**config.mk**
```make
export PLATFORM = sky130hd
export DESIGN_NAME = q_frag_bank_flat
export DESIGN_NICKNAME = d
export VERILOG_FILES = /design/src/rtl/q_frag_bank_if.sv /design/src/rtl/q_frag_bank.sv /design/src/flat_wrapper.sv
export SDC_FILE = /design/constraint.sdc
export NUM_CORES = 1
export LEC_CHECK = 0
export ABC_AREA = 1
export ABC_CLOCK_PERIOD_IN_PS = 1600
export BUFFER_PORTS_ARGS = -buffer_cell sky130_fd_sc_hd__buf_2
export CORE_MARGIN = 3
export CORE_UTILIZATION = 43
export CTS_BUF_LIST = sky130_fd_sc_hd__clkbuf_16
export CTS_CLUSTER_DIAMETER = 120
export DETAILED_ROUTE_END_ITERATION = 16
export PLACE_DENSITY = 0.84
export SYNTH_ARGS = -nofsm -noshare
export SYNTH_HDL_FRONTEND = slang
export SYNTH_SLANG_ARGS = --single-unit
```
**constraint.sdc**
```tcl
create_clock -name QCK -period 1.6 [get_ports QCK]
set_input_delay 0.16 -clock QCK [delete_from_list [all_inputs] [get_ports QCK]]
set_output_delay 0.16 -clock QCK [all_outputs]
set_load 0.01 [all_outputs]
```
**src/rtl/q_frag_bank_if.sv**
```systemverilog
`default_nettype none
// +------------------------------------------------------------------+
// | q_frag_bank_if : control/data bundle of the q_frag_bank register |
// | Rev 1.0                                                          |
// +------------------------------------------------------------------+
interface q_frag_bank_if #(
  parameter int WIDTH = 8
);
  logic             QEN;
  logic             CDS;
  logic [1:0]       QMODE;
  logic [WIDTH-1:0] QDI;
  logic             QSI;
  logic [WIDTH-1:0] QST;
  logic [WIDTH-1:0] UQST;
  logic             QSTS;
  logic [WIDTH-1:0] QRT;
  logic [WIDTH-1:0] UQRT;
  logic             QRTS;
  logic             NOTIFIER;
  logic             QVCLR;
  logic [WIDTH-1:0] AQZ;
  logic             QSO;
  logic             QCO;
  logic             VIOL;

  modport master (
    output QEN, CDS, QMODE, QDI, QSI, QST, UQST, QSTS, QRT, UQRT, QRTS,
           NOTIFIER, QVCLR,
    input  AQZ, QSO, QCO, VIOL
  );

  modport slave (
    input  QEN, CDS, QMODE, QDI, QSI, QST, UQST, QSTS, QRT, UQRT, QRTS,
           NOTIFIER, QVCLR,
    output AQZ, QSO, QCO, VIOL
  );
endinterface
`default_nettype wire

```
**src/rtl/q_frag_bank.sv**
```systemverilog
`default_nettype none
// +------------------------------------------------------------------+
// | q_frag_bank : WIDTH-bit register with per-bit set/reset forcing, |
// | hold/load/shift/count modes, carry pulse and sticky violation.   |
// | Rev 1.0                                                          |
// +------------------------------------------------------------------+
module q_frag_bank #(
  parameter int               WIDTH = 8,
  parameter logic [WIDTH-1:0] INIT  = '0
) (
  input  wire logic   QCK,
  input  wire logic   QRST,
  q_frag_bank_if.slave bus
);

  localparam logic [1:0]       c_MODE_LOAD  = 2'b01;
  localparam logic [1:0]       c_MODE_SHIFT = 2'b10;
  localparam logic [1:0]       c_MODE_COUNT = 2'b11;
  localparam logic [WIDTH-1:0] c_ONE        = {{(WIDTH-1){1'b0}}, 1'b1};

  logic [WIDTH-1:0] r_aqz;
  logic             r_qco;
  logic             r_viol;
  logic             r_ntf_hist;

  logic [WIDTH-1:0] w_rt;
  logic [WIDTH-1:0] w_st;
  logic [WIDTH-1:0] w_mode;
  logic [WIDTH-1:0] w_next;
  logic             w_op;
  logic             w_carry;

  assign w_rt = bus.QRTS ? bus.UQRT : bus.QRT;
  assign w_st = bus.QSTS ? bus.UQST : bus.QST;
  assign w_op = bus.QEN && bus.CDS;

  always_comb begin
    w_mode = r_aqz;
    if (w_op) begin
      case (bus.QMODE)
        c_MODE_LOAD:  w_mode = bus.QDI;
        c_MODE_SHIFT: w_mode = {r_aqz[WIDTH-2:0], bus.QSI};
        c_MODE_COUNT: w_mode = r_aqz + c_ONE;
        default:      w_mode = r_aqz;
      endcase
    end
  end

  // Reset dominates set, set dominates the mode result, bit by bit.
  assign w_next  = (w_mode | w_st) & ~w_rt;
  assign w_carry = w_op && (bus.QMODE == c_MODE_COUNT) && (&r_aqz)
                   && !(|w_rt) && !(|w_st);

  always_ff @(posedge QCK) begin
    if (QRST) begin
      r_aqz      <= INIT;
      r_qco      <= 1'b0;
      r_viol     <= 1'b0;
      r_ntf_hist <= bus.NOTIFIER;
    end else begin
      r_aqz      <= w_next;
      r_qco      <= w_carry;
      r_ntf_hist <= bus.NOTIFIER;
      // A fresh detection wins over a clear in the same cycle.
      if (bus.NOTIFIER != r_ntf_hist) begin
        r_viol <= 1'b1;
      end else if (bus.QVCLR) begin
        r_viol <= 1'b0;
      end
    end
  end

  assign bus.AQZ  = r_aqz;
  assign bus.QSO  = r_aqz[WIDTH-1];
  assign bus.QCO  = r_qco;
  assign bus.VIOL = r_viol;

endmodule
`default_nettype wire

```
**src/flat_wrapper.sv**
```systemverilog
// flat-port wrapper written by rule: the top's interface ports become plain ports
module q_frag_bank_flat 
#(
  parameter int               WIDTH = 8,
  parameter logic [WIDTH-1:0] INIT  = '0
)
  (QCK, QRST, bus_QEN, bus_CDS, bus_QMODE, bus_QDI, bus_QSI, bus_QST, bus_UQST, bus_QSTS, bus_QRT, bus_UQRT, bus_QRTS, bus_NOTIFIER, bus_QVCLR, bus_AQZ, bus_QSO, bus_QCO, bus_VIOL);
  q_frag_bank_if #(.WIDTH(WIDTH)) bus_i ();
  input  wire logic QCK;
  input  wire logic QRST;
  input wire logic [$bits(bus_i.QEN)-1:0] bus_QEN;
  input wire logic [$bits(bus_i.CDS)-1:0] bus_CDS;
  input wire logic [$bits(bus_i.QMODE)-1:0] bus_QMODE;
  input wire logic [$bits(bus_i.QDI)-1:0] bus_QDI;
  input wire logic [$bits(bus_i.QSI)-1:0] bus_QSI;
  input wire logic [$bits(bus_i.QST)-1:0] bus_QST;
  input wire logic [$bits(bus_i.UQST)-1:0] bus_UQST;
  input wire logic [$bits(bus_i.QSTS)-1:0] bus_QSTS;
  input wire logic [$bits(bus_i.QRT)-1:0] bus_QRT;
  input wire logic [$bits(bus_i.UQRT)-1:0] bus_UQRT;
  input wire logic [$bits(bus_i.QRTS)-1:0] bus_QRTS;
  input wire logic [$bits(bus_i.NOTIFIER)-1:0] bus_NOTIFIER;
  input wire logic [$bits(bus_i.QVCLR)-1:0] bus_QVCLR;
  output wire logic [$bits(bus_i.AQZ)-1:0] bus_AQZ;
  output wire logic [$bits(bus_i.QSO)-1:0] bus_QSO;
  output wire logic [$bits(bus_i.QCO)-1:0] bus_QCO;
  output wire logic [$bits(bus_i.VIOL)-1:0] bus_VIOL;
  assign bus_i.QEN = bus_QEN;
  assign bus_i.CDS = bus_CDS;
  assign bus_i.QMODE = bus_QMODE;
  assign bus_i.QDI = bus_QDI;
  assign bus_i.QSI = bus_QSI;
  assign bus_i.QST = bus_QST;
  assign bus_i.UQST = bus_UQST;
  assign bus_i.QSTS = bus_QSTS;
  assign bus_i.QRT = bus_QRT;
  assign bus_i.UQRT = bus_UQRT;
  assign bus_i.QRTS = bus_QRTS;
  assign bus_i.NOTIFIER = bus_NOTIFIER;
  assign bus_i.QVCLR = bus_QVCLR;
  assign bus_AQZ = bus_i.AQZ;
  assign bus_QSO = bus_i.QSO;
  assign bus_QCO = bus_i.QCO;
  assign bus_VIOL = bus_i.VIOL;
  q_frag_bank #(.WIDTH(WIDTH), .INIT(INIT)) u_core (.QCK(QCK), .QRST(QRST), .bus(bus_i));
endmodule
```
# Word-level counts from Yosys, hierarchy flattened
# Cells that the tools add are included.
# word_totals
register_bits,11
output_inout_bits,11
elab_cells,29
# op_classes
add_sub_neg,1
n_eq_ne,4
n_mux,6
bitwise,3
reduce_logical,11
# op_table
cell,count
$mux W8,3
$pmux W8 S3,1
$reduce_or A8 Y1,2
$add A8 B1 Y8 const B,1
$and A8 B8 Y8,1
$not A8 Y8,1
$or A8 B8 Y8,1
$reduce_and A8 Y1,1
$logic_and A1 B1 Y1,5
$eq A2 B2 Y1 const B,2
$eq A2 B1 Y1 const B,1
$logic_not A1 Y1,2
$mux W1,2
$reduce_bool A2 Y1,1
$ne A1 B1 Y1,1

# Logic depth before layout (Yosys ltp)
# Gate-level depths: netlist of the first run.
# depth
word_depth,5
mapped_depth,9

# Least setup slack after synthesis of the first run
# OpenSTA, ideal clock, no wires.
# synth_path
path_kind,register to register
from,"register u_core.r_aqz[0], in the netlist u_core.bus.AQZ[0]"
to,"register u_core.r_aqz[6], in the netlist u_core.bus.AQZ[6]"
setup_ns,0.066
arrival_ns,1.230
required_ns,1.534
slack_ns,0.304
stages_incl_launch_ff,10
cell_sequence,dfxtp_1 ha_1 nand2_1 nor2_2 nand2_1 nand2_1 nand2_1 nand2_1 nand2_1 a21oi_2
# synth_via
elab_chain_cells,5
# synth_rtl
item,line_no,rtl
from (decl),q_frag_bank.sv:21,logic [WIDTH-1:0] r_aqz;
from (signal assigned),q_frag_bank.sv:61,r_aqz <= w_next;
$add A8 B1 Y8,q_frag_bank.sv:43,c_MODE_COUNT: w_mode = r_aqz + c_ONE;
$pmux W8 S3,q_frag_bank.sv:40,case (bus.QMODE)
$mux W8,q_frag_bank.sv:39,if (w_op) begin
$or A8 B8 Y8,q_frag_bank.sv:50,assign w_next = (w_mode | w_st) & ~w_rt;
$and A8 B8 Y8,q_frag_bank.sv:50,
# No other way between the ends.
# A chain may end at the register's enable or synchronous reset.

# Worst setup path in the final report of the first run
# layout_path
from,"register u_core.r_aqz[1], in the netlist u_core.bus.AQZ[1]"
to,"register u_core.r_aqz[6], in the netlist u_core.bus.AQZ[6]"
# The elaborated chain is that of the path after synthesis.

==> flow_summary.toml, run 1 <==
[outcome]
status = "finished, final reports clean"

[yosys]
synthCells = 183
synth.top_cell.area_share = 0.2819
async_flop_share = 0
synth_common_cells = "78 x nand2_1, 14 x nand3_1, 12 x a21oi_1, 12 x inv_1"
ys.flop_type = "dfxtp_1"
post-synth-top-count-cell = "nand2_1"
synth_edf_count = 0
seq_area_frac_synth = 0.2120
synth.distinct_cells = 25
netlist.top_cell.by_area = "nand2_1"
synth_area_leaders = "nand2_1 28%, dfxtp_1 21%, nand3_1 6.7%"
syn_area_per_cell_sq_um = 5.675
ys_warn_count = 0
ys_ff_latch = 11
syn_area_sq_um = 1038
synth_nets = 235

[cts]
cts.path.max_buffers = 2
clock-sinks = 11
cts-buffers-inserted = 3
clock_latency_ps = 240
htreeDepth = 1
clock_tree.root_cell = "clkbuf_16"
cts_setup_buffers = 0
path_clk_slew_ps = 40
cts_tree = "done"

[grt]
grt_pass1_wl_microns = 4774
grt_max_degree = 10
grt_use_total = 0.2138
first_global_vias = 1172
antenna_found_initial = 0
globalRouteOverflowTotal = 0

[die]
dieArea_sq_um = 3041
pin_count = 62
coreArea_sq_um = 2255
die_w_microns = 55.15
row_count = 17
die_y_microns = 55.15
start_util = 0.4606

[place]
dp_slack_ps = 210.4
dp_hpwl_microns = 2412
placed_area_sq_um = 1349
portBuffers = 61
globalplace.congestion = 0.8730

[setup_path]
worstPathRequired_ps = 1770
worst_setup_path_start_kind = "register"
critPathArrivalTime_ps = 1610
crit_fanout = 6
end_kind = "register"
crit_type = "reg -> reg"
crit_start = "u_core.bus.AQZ[1]"
regToRegStartpoint = "u_core.bus.AQZ[1]"

[min_path]
hp-class = "in -> reg"
min_from = "bus_NOTIFIER"

[sta]
finClkSkew_ps = 0.6380
fmax_ghz = 0.6936
max-slew-margin-rel = 0.8239
post-route-period-util = 0.9011
setup_slack_ps = 158.2
hold_viol = 0
period_minus_slack_ps = 1442
tightest_slew_ps = 261.3
setup_tns_ps = 0
rsz0062_at_grt = "no"
finalMaxSlewViolations = 0
finalSetupViolations = 0

[layout]
nets = 298
syn2layout_area_growth_pct = 37.59
drive_above_1_share = 0.3306
final_core_utilization = 0.6337
final_cell_area_sq_um = 1429
antenna-diode-count = 0

[routing]
drc = 0
num_vias = 1334
via_per_inst = 4.886
drt-total-wl_microns = 2900
drtIter0Drc = 27
antenna_left = 0
wl_per_cell_microns = 10.62
drt-pass1-iter-count = 4

[power_and_ir_drop]
power_density_nw_per_um2 = 708.3
p_leak_uw = 0.0007833
ir_worst_vdd_v = 0.0004602

[job]
cap_violations = 0
==> metrics by stage <==
| step | hold WS [ps] | total power [uW] | instances |
|---|---|---|---|
| after global routing | 53.80 | 1066 | 273 |
| after CTS | 45.37 | 1014 | 273 |
| final | 45.05 | 1012 | 273 |
| after global placement | 287.2 | 562.8 | 269 |
| after floorplan | 187.7 | 464.4 | 183 |
| after detailed placement | 288.0 | 565.0 | 269 |
==> final timing paths <==
kind	to	slack, ps	cells after the start
min	u_core.r_ntf_hist	50	1
min reg2reg	u_core.bus.VIOL	580	3
max	u_core.bus.AQZ[6]	160	9
max reg2reg	u_core.bus.AQZ[6]	160	9
==> power by group <==
| group | internal, uW | total [uW] | switching [uW] |
|---|---|---|---|
| clock | 328 | 451 | 123 |
| sequential | 293 | 312 | 19.2 |
| combinational | 114 | 249 | 135 |
==> state kept, by name, summed over array words and instances (netlist names) <==
signal,cells
u_core.bus.AQZ,8
u_core.bus.VIOL,1
u_core.r_ntf_hist,1
u_core.bus.QCO,1
==> area by class of cell <==
class                   count  area [sq um]
fillers                   235         825.8
multi-input cells         149         709.4
repair buffers             62         312.8
flip-flops and latches     11         221.5
clock buffers               3         75.07
inverters                  19         71.32
well taps                  28         35.03
clock inverters             1         3.754
==> critical path, cell delays in order, from the launching register on <==
cell	delay [ps]
dfxtp_1	400
ha_1	200
nand2_1	100
nor2_2	220
nand2_1	110
nand2_1	80
nand2_1	60
nand2_1	60
nand2_1	60
a21oi_2	100
==> logic make-up after synthesis <==
group,Yosys count,share of synthesized area
adder cells (fa/ha/maj),1,0.01205
AO/OA/AOI/OAI,26,0.1458
AND/OR/NAND/NOR,118,0.4879
XOR/XNOR,1,0.008435
multiplexers,3,0.02892
buffers and inverters,23,0.1048
flip-flops,11,0.2120
==> timing repair <==
| item | in CTS | in global routing |
|---|---|---|
| hold buffers | 0 | 0 |
| resized for setup | 0 | 1 |
| endpoints found under the setup margin | 0 | 1 |
==> layer usage <==
metal,vias to the layer above,routed length (microns),track usage,part of all wire
met3,6,260,0.03485,0.090
met2,60,1386,0.3445,0.48
met1,561,1212,0.2758,0.42
met5,-,0,0,0
li1,707,-,-,-
met4,0,41,0.1012,0.014
==> layout by cell type (no fill, tap or decap), drive strengths merged <==
cell type and n:
nor3 1, nand2 78, inv 20, nand3 14
buf 62, nor2 17, dfxtp 11, a21oi 13
ha 1, nand4 3, o211ai 1, xor2 1
a211oi 1, o21a 2, clkbuf 3, o21ai 8
mux2i 3, o21bai 1, or2 5
(Power assumes the default switching activity.)
==> run 2: changes to the inputs <==
--- a/config.mk
+++ b/config.mk
@@ -5,7 +5,6 @@
 export SDC_FILE = /design/constraint.sdc
 export NUM_CORES = 1
 export LEC_CHECK = 0
-export ABC_AREA = 1
 export ABC_CLOCK_PERIOD_IN_PS = 1600
 export BUFFER_PORTS_ARGS = -buffer_cell sky130_fd_sc_hd__buf_2
 export CORE_MARGIN = 3
@@ -13,7 +12,7 @@
 export CTS_BUF_LIST = sky130_fd_sc_hd__clkbuf_16
 export CTS_CLUSTER_DIAMETER = 120
 export DETAILED_ROUTE_END_ITERATION = 16
-export PLACE_DENSITY = 0.84
+export PLACE_DENSITY = 0.85
 export SYNTH_ARGS = -nofsm -noshare
 export SYNTH_HDL_FRONTEND = slang
 export SYNTH_SLANG_ARGS = --single-unit
==> run 2 against run 1 <==
Against the previous run: combinational power up 3%; critical endpoint is now u_core.bus.AQZ[1]; non-clock buffer count is 3 higher; die area down 2.8%; critical path type unchanged; final area down 0.35%; synthesized cell count fell by 32%.
==> flow_summary.toml, run 2 <==
[yosys]
ys.flop_type = "dfxtp_1"
synthCells = 124
synth.distinct_cells = 47
synth_xor_xnor_area_share = 0.008706
synth_area_leaders = "dfxtp_1 22%, mux2_2 7.8%, nor2b_1 5.6%"
netlist.top_cell.by_area = "dfxtp_1"
synth-compound-area-share = 0.3085
ys_warn_count = 0
ys_ff_latch = 11
synth_nets = 176
synth_fa_ha_area_frac = 0.01244
synth_top_family_by_area = "compound AO/OA/AOI/OAI gates"
seq_area_frac_synth = 0.2189
synth.top_cell.area_share = 0.2189
post-synth-top-count-cell = "dfxtp_1"
synth_edf_count = 0
synth_common_cells = "11 x dfxtp_1, 10 x o21ai_0, 9 x nor2b_1"
synth-simple-area-share = 0.2699
syn_area_per_cell_sq_um = 8.113
synth.area.mux_share = 0.1331
async_flop_share = 0
syn_area_sq_um = 1006

[setup_path]
worstPathRequired_ps = 1720
regToRegStartpoint = "u_core.bus.AQZ[1]"
r2r-end = "u_core.bus.AQZ[1]"
crit_type = "reg -> reg"
worst_setup_path_start_kind = "register"
max_stage_delay_ps = 340
path_delay_family = "compound AO/OA/AOI/OAI gates"
reg2reg_slack_ps = 90
end_kind = "register"
cp_num_buf_inv = 0
worstRegToRegCells = 5
critPathArrivalTime_ps = 1630
crit_fanout = 2
path_cells = "ha_2 -> mux2_2 -> a221o_1 -> o21ai_0 -> a211oi_1"
critPathSlowestCell = "a221o_1"

[grt]
first_global_vias = 1226
globalRouteOverflowTotal = 0
grt_pass1_wl_microns = 5388
grt_use_total = 0.2479
antenna_found_initial = 0
grt_max_degree = 19

[job]
cap_violations = 0

[layout]
antenna-diode-count = 0
final_cell_area_sq_um = 1424
nets = 237
syn2layout_area_growth_pct = 41.54
final_core_utilization = 0.6839
largest_reg_flops = 8
drive_above_1_share = 0.4457
final_common_cell = "buf_2"
final_cell_mix = "61 x buf_2, 11 x dfxtp_1, 10 x o21ai_0"

[cts]
clock-sinks = 11
htreeDepth = 1
path_clk_slew_ps = 40
cts-buffers-inserted = 3
clock_latency_ps = 240
clock_tree.root_cell = "clkbuf_16"
cts_tree = "done"
cts_setup_buffers = 0
cts.path.max_buffers = 2

[die]
dieArea_sq_um = 2956
die_y_microns = 54.37
row_count = 16
start_util = 0.4832
coreArea_sq_um = 2082
pin_count = 62
die_w_microns = 54.37

[routing]
drc = 0
drt-pass1-iter-count = 4
num_vias = 1289
via_per_inst = 6.109
drtIter0Drc = 50
antenna_left = 0
wl_per_cell_microns = 16.08
drt-total-wl_microns = 3393

[power_and_ir_drop]
pwr-share-comb = 0.250
intPower_uw = 751.8
power_density_nw_per_um2 = 721.2
p_sw_uw = 275.1
pwr-share-clk = 0.440
ir_worst_vdd_v = 0.0004633
total_power_uw = 1027
p_leak_uw = 0.0006150
switching_share = 0.2679
sequentialPowerShare = 0.310

[sta]
fmax_ghz = 0.6631
rsz0062_at_grt = "yes"
setup_tns_ps = 0
finalMaxSlewViolations = 0
post-route-period-util = 0.9425
finalHoldWorstSlack_ps = 54.53
max-slew-margin-rel = 0.6997
tightest_slew_ps = 448.5
hold_viol = 0
period_minus_slack_ps = 1508
finalSetupViolations = 0
finClkSkew_ps = 6.275

[min_path]
whs_endpoint = "u_core.r_ntf_hist"
min_from = "bus_NOTIFIER"
hp-class = "in -> reg"
holdPathStages = 1

[place]
placed_area_sq_um = 1330
portBuffers = 61
dp_hpwl_microns = 2646
globalplace.congestion = 0.8699

[outcome]
status = "finished, final reports clean"
==> run 2: stage by stage <==
| step | std cells | setup WS (ps) |
|---|---|---|
| floorplan | 124 | 72.03 |
| detailed placement | 207 | 69.22 |
| CTS | 211 | 80.82 |
| global placement | 207 | 127.4 |
| global route | 211 | -22.09 |
| finish | 211 | 92.02 |
==> run 2: cells by family after synthesis <==
kind of cell | count (synthesis)
AO/OA/AOI/OAI | 45
XOR/XNOR | 1
adder cells (fa/ha/maj) | 1
buffers and inverters | 10
flip-flops | 11
multiplexers | 12
AND/OR/NAND/NOR | 44
==> run 2: worst max path at each step <==
stage                     cells past startpoint  slack (ps)                 to         startpoint
after floorplan                               5          70  u_core.bus.AQZ[1]  u_core.bus.AQZ[0]
after global placement                        5         130  u_core.bus.AQZ[3]       bus_QMODE[0]
after detailed placement                      5          70     u_core.bus.QCO           bus_QRTS
after CTS                                     5          80  u_core.bus.AQZ[6]  u_core.bus.AQZ[1]
after global routing                          5         -20  u_core.bus.AQZ[1]  u_core.bus.AQZ[1]
final                                         5          90  u_core.bus.AQZ[1]  u_core.bus.AQZ[1]
==> run 2: power by group through the flow <==
stage | clock network [uW] | registers (uW) | logic, uW
5_1_grt | 468 | 320 | 285
4_1_cts | 447 | 316 | 254
2_1_floorplan | 0 | 325 | 128
3_3_place_gp | 0 | 318 | 245
6_report | 451 | 318 | 257
3_5_place_dp | 0 | 319 | 253
==> run 2: layout make-up <==
type / instances / area, sq um
multi-input combinational: 103 / 752.0
sequential: 11 / 220.2
fill: 174 / 658.1
tap: 27 / 33.78
clock inverter: 1 / 3.754
clock buffer: 3 / 75.07
timing repair buffer: 65 / 335.3
inverter: 1 / 3.754
==> run 2: repair_timing <==
action,CTS,global route
endpoints found under the setup margin,0,2
hold buffers,0,0
gates resized for setup,0,3
hold endpoints to repair,0,0
==> run 2: layer usage <==
layer  track usage  routed length [microns]  up-vias
met2        0.4183                     1565       89
li1              -                        -      613
met3       0.04360                      393       14
met1        0.3038                     1339      573
met5             0                        0        -
met4        0.1120                       93        0
==> run 3: changes to the inputs <==
==> constraint.sdc (replaced) <==
create_clock -name QCK -period 1.6 [get_ports QCK]
set_input_delay 0.4 -clock QCK [delete_from_list [all_inputs] [get_ports QCK]]
set_output_delay 0.4 -clock QCK [all_outputs]
set_load 0.01 [all_outputs]
==> run 3 against run 2 <==
Against the previous run: utilization rose by 4.0 points; hold slack improved by 240 ps; register-to-register slack about the same; worst setup slack worse by 13 ps; die area is the same; sequential share of layout area decreased by 0.86 points; clock skew fell by 1.1 ps; sequential power about the same; largest cell class unchanged.
==> flow_summary.toml, run 3 (synthesis results as in run 2) <==
[cts]
clock-sinks = 11
htreeDepth = 1
path_clk_slew_ps = 40
ctsResizeCount = 0
clock_tree.root_cell = "clkbuf_16"
cts_tree = "done"
cts-buffers-inserted = 3
cts.path.max_buffers = 2
cts_setup_buffers = 0
hold_buffers = 0
clock_latency_ps = 240

[setup_path]
path_cells = "ha_2 -> mux2_2 -> a221o_1 -> o21ai_0 -> a211oi_1"
max_stage_delay_ps = 340
regToRegStartpoint = "u_core.bus.AQZ[1]"
end_kind = "register"
reg2reg_slack_ps = 80
critPathArrivalTime_ps = 1640
critPathSlowestCell = "a221o_1"
worstRegToRegCells = 5
worst_setup_path_start_kind = "register"
crit_type = "reg -> reg"
r2r-end = "u_core.bus.AQZ[1]"
worstPathRequired_ps = 1720
crit_fanout = 2

[die]
start_util = 0.4832
die_w_microns = 54.37
row_count = 16
die_y_microns = 54.37
dieArea_sq_um = 2956
pin_count = 62
coreArea_sq_um = 2082

[power_and_ir_drop]
total_power_uw = 1057
power_density_nw_per_um2 = 701.0
p_leak_uw = 0.0006717
ir_worst_vdd_v = 0.0008409

[min_path]
whs_endpoint = "u_core.r_ntf_hist"
hp-class = "in -> reg"
min_from = "bus_NOTIFIER"
holdPathStages = 1

[sta]
setup_slack_ps = 79.27
finalMaxSlewViolations = 0
post-route-period-util = 0.9505
finClkSkew_ps = 5.160
period_minus_slack_ps = 1521
tightest_slew_ps = 381.3
rsz0062_at_grt = "no"
finalSetupViolations = 0
fmax_ghz = 0.6576
max-slew-margin-rel = 0.7443
hold_viol = 0

[routing]
drtIter0Drc = 38
wl_per_cell_microns = 15.29
drt-total-wl_microns = 3410
antenna_left = 0
drt-pass1-iter-count = 4
drc = 0
via_per_inst = 5.946
num_vias = 1326

[outcome]
status = "finished, final reports clean"

[layout]
largest_reg_flops = 8
syn2layout_area_growth_pct = 49.88
multi_input_area_sq_um = 745.7
final_common_cell = "buf_2"
drive_above_1_share = 0.4745
register_area_sq_um = 220.2
antenna-diode-count = 0
final_cell_mix = "61 x buf_2, 16 x buf_4, 11 x dfxtp_1"
fillCellCount = 161
nets = 249

[place]
globalplace.congestion = 0.9099
portBuffers = 61
dp_hpwl_microns = 2755
dp_slack_ps = -80.88

[grt]
grt_pass1_wl_microns = 5354
grt_max_degree = 11
grt_use_total = 0.2432
antenna_found_initial = 0
first_global_vias = 1308
globalRouteOverflowTotal = 0

[job]
cap_violations = 0
==> run 3: changes by cell type in the layout (fill, tap and decap cells not counted), sizes merged <==
| cell | previous run | this run |
|---|---|---|
| buf | 65 | 77 |
==> run 3: worst max-delay path by stage <==
stage | from | endpoint
floorplan | u_core.bus.AQZ[0] | u_core.bus.AQZ[1]
finish | u_core.bus.AQZ[1] | u_core.bus.AQZ[1]
global route | u_core.bus.AQZ[0] | u_core.bus.AQZ[1]
CTS | u_core.bus.AQZ[1] | u_core.bus.AQZ[6]
detailed placement | bus_QRTS | u_core.bus.QCO
global placement | bus_QRTS | u_core.bus.QCO
==> run 3: area by class of cell <==
| class | count | area share |
|---|---|---|
| multi-input cells | 103 | 0.4946 |
| well taps | 27 | 0.02241 |
| clock buffers | 3 | 0.04979 |
| clock inverters | 1 | 0.002490 |
| inverters | 1 | 0.002490 |
| repair buffers | 77 | 0.2822 |
| flip-flops and latches | 11 | 0.1461 |
==> run 3: metal layers <==
| metal | GRT usage | part of all wire | vias up |
|---|---|---|---|
| li1 | - | - | 635 |
| met1 | 0.2852 | 0.41 | 610 |
| met2 | 0.4482 | 0.49 | 76 |
| met3 | 0.03542 | 0.095 | 5 |
| met4 | 0.07469 | 0.011 | 0 |
| met5 | 0 | 0 | - |
==> run 3: power by group <==
part / switching, uW / total, uW / internal, uW
registers: 22.5 / 316 / 293
logic: 133 / 282 / 150
clock network: 130 / 459 / 329
==> run 3: metrics by stage <==
| step | cells | hold WS [ps] | instance area [sq um] | util | TNS [ps] |
|---|---|---|---|---|---|
| after CTS | 223 | 293.3 | 1499 | 0.7200 | 0 |
| final | 223 | 289.8 | 1508 | 0.7242 | 0 |
| after global placement | 219 | 451.3 | 1420 | 0.6821 | -30.15 |
| after global routing | 223 | 299.9 | 1508 | 0.7242 | 0 |
| after detailed placement | 219 | 480.6 | 1420 | 0.6821 | -80.88 |
| after floorplan | 124 | 427.7 | 1006 | - | 0 |
==> run 3: worst max-delay path, delay by kind of cell (launching register included) <==
family,cells,cell delay [ps]
muxes,1,270
adders and majority gates,1,260
DFF,1,330
AOI/OAI and AO/OA,3,530
